==> src/rtl/fnd_pkg.sv <==
// Shared constants for the FND scan decoder: segment codes, digit-enable codes,
// converter state encoding and parameter defaults.
package fnd_pkg;

    localparam int unsigned StableCntDefault = 4;
    localparam int unsigned TimeoutDefault   = 1_000_000;

    // Active-low segment codes on seg[6:0]; the dp bit is not part of the code
    localparam logic [6:0] Seg0 = 7'h40;
    localparam logic [6:0] Seg1 = 7'h79;
    localparam logic [6:0] Seg2 = 7'h24;
    localparam logic [6:0] Seg3 = 7'h30;
    localparam logic [6:0] Seg4 = 7'h19;
    localparam logic [6:0] Seg5 = 7'h12;
    localparam logic [6:0] Seg6 = 7'h02;
    localparam logic [6:0] Seg7 = 7'h78;
    localparam logic [6:0] Seg8 = 7'h00;
    localparam logic [6:0] Seg9 = 7'h10;
    localparam logic [6:0] SegA = 7'h08;
    localparam logic [6:0] SegB = 7'h03;
    localparam logic [6:0] SegC = 7'h46;
    localparam logic [6:0] SegD = 7'h21;
    localparam logic [6:0] SegE = 7'h06;
    localparam logic [6:0] SegF = 7'h0E;

    // One-cold digit enables
    localparam logic [3:0] CommOnes      = 4'b1110;
    localparam logic [3:0] CommTens      = 4'b1101;
    localparam logic [3:0] CommHundreds  = 4'b1011;
    localparam logic [3:0] CommThousands = 4'b0111;

    typedef enum logic {
        StIdle,
        StConv
    } conv_state_e;

endpackage

==> src/rtl/seg_to_digit.sv <==
// Combinational inverse decoder: 7-segment active-low pattern to hex digit.
// err is set for A..F and for any pattern that is not a known digit code.
module seg_to_digit
    import fnd_pkg::*;
(
    input  logic [6:0] seg_i,
    output logic [3:0] digit_o,
    output logic       err_o
);

    // Decimal codes are legal; hex letters and unknown patterns raise err
    always_comb begin
        digit_o = 4'd0;
        err_o   = 1'b1;
        case (seg_i)
            Seg0: begin digit_o = 4'd0; err_o = 1'b0; end
            Seg1: begin digit_o = 4'd1; err_o = 1'b0; end
            Seg2: begin digit_o = 4'd2; err_o = 1'b0; end
            Seg3: begin digit_o = 4'd3; err_o = 1'b0; end
            Seg4: begin digit_o = 4'd4; err_o = 1'b0; end
            Seg5: begin digit_o = 4'd5; err_o = 1'b0; end
            Seg6: begin digit_o = 4'd6; err_o = 1'b0; end
            Seg7: begin digit_o = 4'd7; err_o = 1'b0; end
            Seg8: begin digit_o = 4'd8; err_o = 1'b0; end
            Seg9: begin digit_o = 4'd9; err_o = 1'b0; end
            SegA: digit_o = 4'hA;
            SegB: digit_o = 4'hB;
            SegC: digit_o = 4'hC;
            SegD: digit_o = 4'hD;
            SegE: digit_o = 4'hE;
            SegF: digit_o = 4'hF;
            default: digit_o = 4'd0;
        endcase
    end

endmodule

==> src/rtl/fnd_scan_decoder.sv <==
// Passive monitor for a 4-digit multiplexed common-anode FND bus. Samples the
// scanned patterns, waits for STABLE_CNT identical samples before capturing a
// slot, assembles a 4-slot frame and converts the BCD digits to binary.
// Optional build macro FND_SCAN_DECODER_TIMEOUT_EN drops a partial frame after
// TIMEOUT clocks without a capture and pulses stale; otherwise stale is 0.
module fnd_scan_decoder
    import fnd_pkg::*;
#(
    parameter int unsigned STABLE_CNT = StableCntDefault,
    parameter int unsigned TIMEOUT    = TimeoutDefault
) (
    input  logic        clk,
    input  logic        reset,
    input  logic [7:0]  seg,
    input  logic [3:0]  seg_comm,
    output logic [13:0] value,
    output logic        valid,
    output logic        frame_err,
    output logic        busy,
    output logic        stale
);

    localparam int unsigned   StabW   = $clog2(STABLE_CNT);
    localparam logic [StabW-1:0] StabMax = StabW'(STABLE_CNT - 1);
    localparam logic [StabW-1:0] StabPre = StabW'(STABLE_CNT - 2);

    // ---------------- input stage ----------------
    logic [11:0]      samp_q;
    logic [StabW-1:0] stab_q;
    logic             same;

    assign same = ({seg, seg_comm} == samp_q);

    // Register the bus and count how long it has stayed unchanged
    always_ff @(posedge clk) begin
        if (!reset) begin
            samp_q <= '0;
            stab_q <= '0;
        end else begin
            samp_q <= {seg, seg_comm};
            if (!same) begin
                stab_q <= '0;
            end else if (stab_q != StabMax) begin
                stab_q <= stab_q + 1'b1;
            end
        end
    end

    // ---------------- capture ----------------
    logic [3:0] cap_sel;
    logic       cap;
    logic [3:0] cap_digit;
    logic       cap_err;

    // Slot select from the one-cold enable; anything else is never captured
    always_comb begin
        case (samp_q[3:0])
            CommOnes:      cap_sel = 4'b0001;
            CommTens:      cap_sel = 4'b0010;
            CommHundreds:  cap_sel = 4'b0100;
            CommThousands: cap_sel = 4'b1000;
            default:       cap_sel = 4'b0000;
        endcase
    end

    // Fires only on the edge the counter reaches its top, so once per stable period
    assign cap = same && (stab_q == StabPre) && (cap_sel != 4'b0000);

    seg_to_digit u_seg_to_digit (
        .seg_i   (samp_q[10:4]),
        .digit_o (cap_digit),
        .err_o   (cap_err)
    );

    logic [3:0][3:0] slot_dig_q;
    logic [3:0]      slot_err_q;
    logic [3:0]      mask_q;
    logic [3:0]      mask_d;
    logic            snap;
    logic            drop;
    conv_state_e     state_q;

    assign snap = (state_q == StIdle) && (mask_q == 4'b1111);

    // Snapshot frees the mask; a capture on that same edge lands in the fresh one
    always_comb begin
        mask_d = snap ? 4'b0000 : mask_q;
        if (cap) begin
            mask_d = mask_d | cap_sel;
        end
        if (drop) begin
            mask_d = 4'b0000;
        end
    end

    // Slot storage; a re-captured slot is simply overwritten
    always_ff @(posedge clk) begin
        if (!reset) begin
            slot_dig_q <= '0;
            slot_err_q <= '0;
            mask_q     <= '0;
        end else begin
            mask_q <= mask_d;
            for (int i = 0; i < 4; i++) begin
                if (cap && cap_sel[i]) begin
                    slot_dig_q[i] <= cap_digit;
                    slot_err_q[i] <= cap_err;
                end
            end
        end
    end

`ifdef FND_SCAN_DECODER_TIMEOUT_EN
    localparam int unsigned    ToW    = (TIMEOUT > 2) ? $clog2(TIMEOUT) : 1;
    localparam logic [ToW-1:0] ToLast = ToW'(TIMEOUT - 1);

    logic [ToW-1:0] to_q;
    logic           to_hit;
    logic           stale_q;

    assign to_hit = !cap && (to_q == ToLast);
    assign drop   = to_hit && (mask_q != 4'b0000) && !snap;

    // Idle-clock counter: restarts on every capture and whenever it expires
    always_ff @(posedge clk) begin
        if (!reset) begin
            to_q    <= '0;
            stale_q <= 1'b0;
        end else begin
            stale_q <= drop;
            if (cap || to_hit) begin
                to_q <= '0;
            end else begin
                to_q <= to_q + 1'b1;
            end
        end
    end

    assign stale = stale_q;
`else
    logic unused_timeout;

    assign unused_timeout = ^TIMEOUT;
    assign drop           = 1'b0;
    assign stale          = 1'b0;
`endif

    // ---------------- BCD to binary converter ----------------
    logic [3:0][3:0] snap_dig_q;
    logic [1:0]      step_q;
    logic [13:0]     acc_q;
    logic [13:0]     acc_next;
    logic [3:0]      cur_digit;
    logic [13:0]     value_q;
    logic            valid_q;
    logic            frame_err_q;
    logic            busy_q;

    // Thousands first: step 0 reads slot 3
    assign cur_digit = snap_dig_q[2'd3 - step_q];
    assign acc_next  = (acc_q << 3) + (acc_q << 1) + 14'(cur_digit);

    // Converter FSM: snapshot a full frame, then four Horner steps
    always_ff @(posedge clk) begin
        if (!reset) begin
            state_q     <= StIdle;
            snap_dig_q  <= '0;
            step_q      <= '0;
            acc_q       <= '0;
            value_q     <= '0;
            valid_q     <= 1'b0;
            frame_err_q <= 1'b0;
            busy_q      <= 1'b0;
        end else begin
            valid_q     <= 1'b0;
            frame_err_q <= 1'b0;
            case (state_q)
                StIdle: begin
                    if (snap) begin
                        snap_dig_q <= slot_dig_q;
                        if (|slot_err_q) begin
                            frame_err_q <= 1'b1;
                        end else begin
                            state_q <= StConv;
                            acc_q   <= '0;
                            step_q  <= '0;
                            busy_q  <= 1'b1;
                        end
                    end
                end
                StConv: begin
                    acc_q  <= acc_next;
                    step_q <= step_q + 1'b1;
                    if (step_q == 2'd3) begin
                        value_q <= acc_next;
                        valid_q <= 1'b1;
                        busy_q  <= 1'b0;
                        state_q <= StIdle;
                    end
                end
                default: state_q <= StIdle;
            endcase
        end
    end

    assign value     = value_q;
    assign valid     = valid_q;
    assign frame_err = frame_err_q;
    assign busy      = busy_q;

endmodule
==> config.mk <==
export PLATFORM = sky130hd
export DESIGN_NAME = fnd_scan_decoder
export DESIGN_NICKNAME = d
export VERILOG_FILES = /design/src/rtl/fnd_pkg.sv /design/src/rtl/seg_to_digit.sv /design/src/rtl/fnd_scan_decoder.sv
export SDC_FILE = /design/constraint.sdc
export NUM_CORES = 1
export LEC_CHECK = 0
export ABC_AREA = 1
export CAP_MARGIN = 20
export CORE_ASPECT_RATIO = 2
export CORE_UTILIZATION = 59
export DETAILED_ROUTE_END_ITERATION = 7
export GPL_TIMING_DRIVEN = 0
export PLACE_DENSITY = 0.81
export SYNTH_ARGS = -nofsm -noshare
export SYNTH_HDL_FRONTEND = slang
export SYNTH_SLANG_ARGS = --single-unit
==> constraint.sdc <==
create_clock -name clk -period 3.23 [get_ports clk]
set_input_delay 0.4845 -clock clk [delete_from_list [all_inputs] [get_ports clk]]
set_output_delay 0.4845 -clock clk [all_outputs]
set_load 0.1 [all_outputs]
-- Yosys cells after proc, flatten, opt, wreduce, memory -nomap -nowiden
Index checks and enable logic that the tools add are counted.
- output and inout bits: 18
- input bits: 14
- flip-flop bits (word level): 87
- logic and storage cells: 100
- bitwise logic cells: 4
- equality and inequality tests: 27
- magnitude comparators: 1
- multiplexer cells: 23
- add/subtract/negate cells: 5
- reduce and logical (&&, ||, !) cells: 18
- operators with widths (cell ; count):
    $pmux 4 s15 ; 1
    $eq 7x7->1 const B ; 4
    $mux 13 ; 2
    $pmux 13 s2 ; 1
    $eq 7x5->1 const B ; 3
    $eq 7x6->1 const B ; 3
    $eq 4x4->1 const B ; 4
    $pmux 4 s4 ; 1
    $add 14x14->14 ; 1
    $add 14x4->14 ; 1
    $eq 7x2->1 const B ; 2
    $eq 7x4->1 const B ; 2
    $eq 12x12->1 ; 1
    $mux 4 ; 3
    $reduce_and 2->1 ; 5
    $reduce_or 10->1 ; 1
    $mux 1 ; 9
    $bmux 4 s2 ; 1
    $eq 7x3->1 const B ; 1
    $logic_and 1x1->1 ; 7
    $logic_not 7->1 ; 1
    $ne 2x2->1 const B ; 3
    $add 2x1->2 const B ; 2
    $eq 2x2->1 const B ; 2
    13 further kinds ; 17

-- Logic depth before layout (Yosys ltp)
- depth in word-level cells: 5
- gate-level depth with buffers: 17

-- By module
A second synthesis with hierarchy kept.
- cells, all modules: 667
- area, all modules: 4609.4 sq um
- modules (own cells, without submodules) (module ; cells each ; area an instance (sq um) ; seq. area each (sq um) ; instances):
    fnd_scan_decoder ; 597 ; 4312.9 ; 1741.7 ; 1
    seg_to_digit ; 70 ; 296.5 ; 0.0 ; 1

-- Worst setup path after synthesis
No wires, ideal clock.
- kind: reg2reg
- from: register step_q[0]
- to: register value_q[8], in the netlist value[8]
- stages on the path, launching flop included: 16
- setup slack: 0.619 ns
- arrival time: 2.493 ns
- buffers on the path: 1
- required time: 3.112 ns
- cells stage by stage: dfxtp_1 > clkbuf_1 > inv_1 > nand2_1 > a32o_1 > fa_1 > inv_1 > fa_1 > nand2_1 > nand3_1 > nand3_1 > nand3b_1 > nand2_1 > nand2_1 > o211ai_1 > inv_1
- cells in the longest elaborated chain, start to end: 4
- elaborated cells on any way between the ends: 6
- ends and longest elaborated chain (what ; line ; text):
    start, declared ; fnd_scan_decoder.sv:150 ; logic [1:0] step_q;
    start signal, assigned ; fnd_scan_decoder.sv:193 ; step_q <= step_q + 1'b1;
    $sub 2x2->2 ; fnd_scan_decoder.sv:160 ; assign cur_digit = snap_dig_q[2'd3 - step_q];
    $bmux 4 s2 ; fnd_scan_decoder.sv:160 ;
    $mux 4 (not written as such) ; fnd_scan_decoder.sv:160 ;
    $add 14x4->14 ; fnd_scan_decoder.sv:161 ; assign acc_next = (acc_q << 3) + (acc_q << 1) + 14'(cur_digit);
    end signal, assigned ; fnd_scan_decoder.sv:195 ; value_q <= acc_next;
    end, declared ; fnd_scan_decoder.sv:154 ; logic [13:0] value_q;
Several ways; a longest one is shown, not always the timed one. The select of a mux whose other input is x is not followed.
A chain may end at the register's enable or synchronous reset.

-- Worst setup path in the final report
- from: register step_q[0]
- to: register value_q[10], in the netlist value[10]
Same word-level chain as after synthesis.

==> metrics.yaml <==
status:
  outcome: "completed"
power:
  power_frac_seq: 0.507
  internal-power_w: 0.00165
  clkPwrFrac: 0.434
  powerDensity_mw_per_mm2: 403
  peakVddDrop_mv: 0.371
  p_sw_w: 0.000497
  leakage_nw: 2.78
  p_sw_frac: 0.231
  combPwrFrac: 0.059
  power_w: 0.00215
synthesis:
  syn_nets: 752
  synth-seq-cells: 87
  ys_async_sr_fraction: 0
  synth_cell_types: 31
  synth.avg_cell_area_um2: 6.55
  ys_top_cells_by_area: "dfxtp_1 (37%), nand2_1 (17%), inv_1 (8.8%), nor2_1 (7.9%), ha_1 (6.7%)"
  yosys_most_used_dff: "dfxtp_1"
  ys_seq_area_frac: 0.374
  synth_top_area_share: 0.374
  syn-instance-count: 711
  syn_area_mm2: 0.00466
  synth_edf_count: 0
  yosysTopAreaCell: "dfxtp_1"
  yosys_warnings: 0
clock_network:
  cts_setup_buffers: 0
  cts_resized: 0
  cts_buffers: 9
  htreeDepth: 3
  postCtsHoldBufs: 0
  cts_sinks: 87
  clk_path_buf_depth: 2
  worstSkewPairLatency_ns: 0.34
  clk_pin_slew_ns: 0.06
  clockRootBuffer: "clkbuf_16"
  cts_tree: "yes"
sta:
  setup_viol: 0
  max_freq_mhz: 327
  fin_crit_ns: 3.05
  slew_headroom: 0.333
  hold_viol: 0
  slew_violations: 0
  hold_slack_ns: 0.443
  skew_ns: 0.00737
  final.period_utilization: 0.946
  fin_tns_setup_ns: 0
  worst-slew-pin-transition_ns: 0.998
  setup_slack_ns: 0.176
  rsz0062_at_grt: "false"
setup_path:
  required_ns: 3.46
  worstSetupPathType: "reg2reg"
  end_kind: "flip-flop"
  crit_arrival_ns: 3.29
  start_kind: "flip-flop"
  reg2reg_depth: 15
  crit_fanout: 10
die:
  die_h_um: 128
  die_w_um: 64.8
  core_mm2: 0.00760
  dieArea_mm2: 0.00827
  core.rowCount: 45
  start_util: 0.613
  io_pins: 32
hold_path:
  worstHoldPathCells: 2
  min_path_type: "reg2reg"
placed_design:
  port_buffers: 30
  place_hpwl_mm: 9.12
  dp.cells: 835
  place_ws_ns: 0.0421
  place.gp.congestion: 0.913
detailed_routing:
  viasPerCell: 5.29
  finalWirelength_mm: 11.8
  drtPass1Iterations: 4
  post-route-drc-count: 0
  wire_per_inst_um: 13.8
  ant_nets: 0
  vias: 4494
  drt-initial-drc-count: 265
layout:
  final_cell_count_no_fill: 849
  final_common_cell: "nand2_1"
  nFillCells: 658
  diodes: 0
  mostFrequentLayoutCells: "nand2_1 (208), inv_1 (108), nor2_1 (98)"
  area_delta_synth_final_pct: 14.6
  nets: 793
  drive_above_1_share: 0.0371
grt:
  grt_util_all_layers: 0.315
  antenna_found_initial: 0
  grt_max_degree: 14
  grt_overflow: 0
  grt_pass1_vias: 4592
  grt_pass1_wl_mm: 19.8
run:
  cap_violations: 0
## through the flow
stage | util | area, um2
final | 0.702 | 5340
after global routing | 0.702 | 5340
after CTS | 0.702 | 5340
after detailed placement | 0.668 | 5070
after global placement | 0.668 | 5070
after floorplan | - | 4660
## critical path: stages (launching register included)
cell,delay [ns]
dfxtp_1,0.32
clkbuf_2,0.20
inv_2,0.16
nand2_1,0.08
a32o_1,0.24
fa_1,0.50
inv_1,0.08
fa_1,0.53
nand2_1,0.13
nand3_1,0.14
nand3_1,0.15
nand3_1,0.11
nand2_1,0.10
nand2_1,0.05
o211ai_1,0.10
inv_1,0.05
## path summary, 6_finish.rpt
check,slack [ns],to,start
setup reg to reg,0.18,value[10]$_SDFFE_PN0P_,step_q[0]$_SDFFE_PN0P_
setup / recovery,0.18,value[10]$_SDFFE_PN0P_,step_q[0]$_SDFFE_PN0P_
hold / removal,0.44,snap_dig_q[9]$_SDFFE_PN0P_,slot_dig_q[9]$_SDFFE_PN0P_
hold reg to reg,0.44,snap_dig_q[9]$_SDFFE_PN0P_,slot_dig_q[9]$_SDFFE_PN0P_
## registers in the layout, summed over array words and instances, names as in the netlist
| name | cells |
|---|---|
| acc_q | 13 |
| mask_q | 4 |
| step_q | 2 |
| slot_err_q | 4 |
| valid | 1 |
| busy | 1 |
| stab_q | 2 |
| frame_err | 1 |
| snap_dig_q | 16 |
| samp_q | 12 |
| value | 14 |
| slot_dig_q | 16 |
| state_q | 1 |
## layer usage
layer	vias up	track usage	routed length [um]
li1	2292	-	-
met1	2037	0.252	3930
met2	111	0.610	6640
met3	54	0.0661	314
met4	0	0.261	863
met5	-	0	0
## area by class of cell
type | instances | area (um2) | area share
Buffer | 19 | 82.6 | 0.0155
Clock buffer | 10 | 239 | 0.0448
Clock inverter | 4 | 23.8 | 0.00445
Inverter | 112 | 420 | 0.0787
Multi-Input combinational cell | 493 | 2410 | 0.452
Sequential cell | 87 | 1740 | 0.326
Tap cell | 94 | 118 | 0.0220
Timing Repair Buffer | 30 | 300 | 0.0562
## cell families (layout without fill, tap and decap cells)
group | Yosys count | in the layout | synth area share
fa+ha+maj | 27 | 27 | 0.0758
flops | 87 | 87 | 0.374
buf+inv | 131 | 175 | 0.108
xor+xnor | 11 | 11 | 0.0207
simple gates | 358 | 358 | 0.310
compound gates | 96 | 96 | 0.111
other cells | 1 | 1 | 0.000805
## synth_stat cells (2+ instances only)
master,count
nor2_2,2
clkinv_1,2
a21o_1,2
nand4_1,7
ha_1,25
fa_1,2
nand3b_1,2
nor3_1,5
xnor2_1,6
xor2_1,5
clkbuf_1,12
o21ai_0,37
nand3_1,32
a21oi_1,43
inv_1,109
dfxtp_1,87
buf_2,5
nor2_1,98
o21bai_1,7
nand2_1,208
o211ai_1,3
o22ai_1,3
## power groups by stage
stage                     Clock, W  Combinational [W]  Sequential [W]
after floorplan                  0          0.0000814         0.00111
after global placement           0           0.000123         0.00111
after detailed placement         0           0.000126         0.00111
after CTS                 0.000939           0.000127         0.00109
after global routing      0.000984           0.000142         0.00109
final                     0.000934           0.000127         0.00109
(Power assumes the default switching activity.)
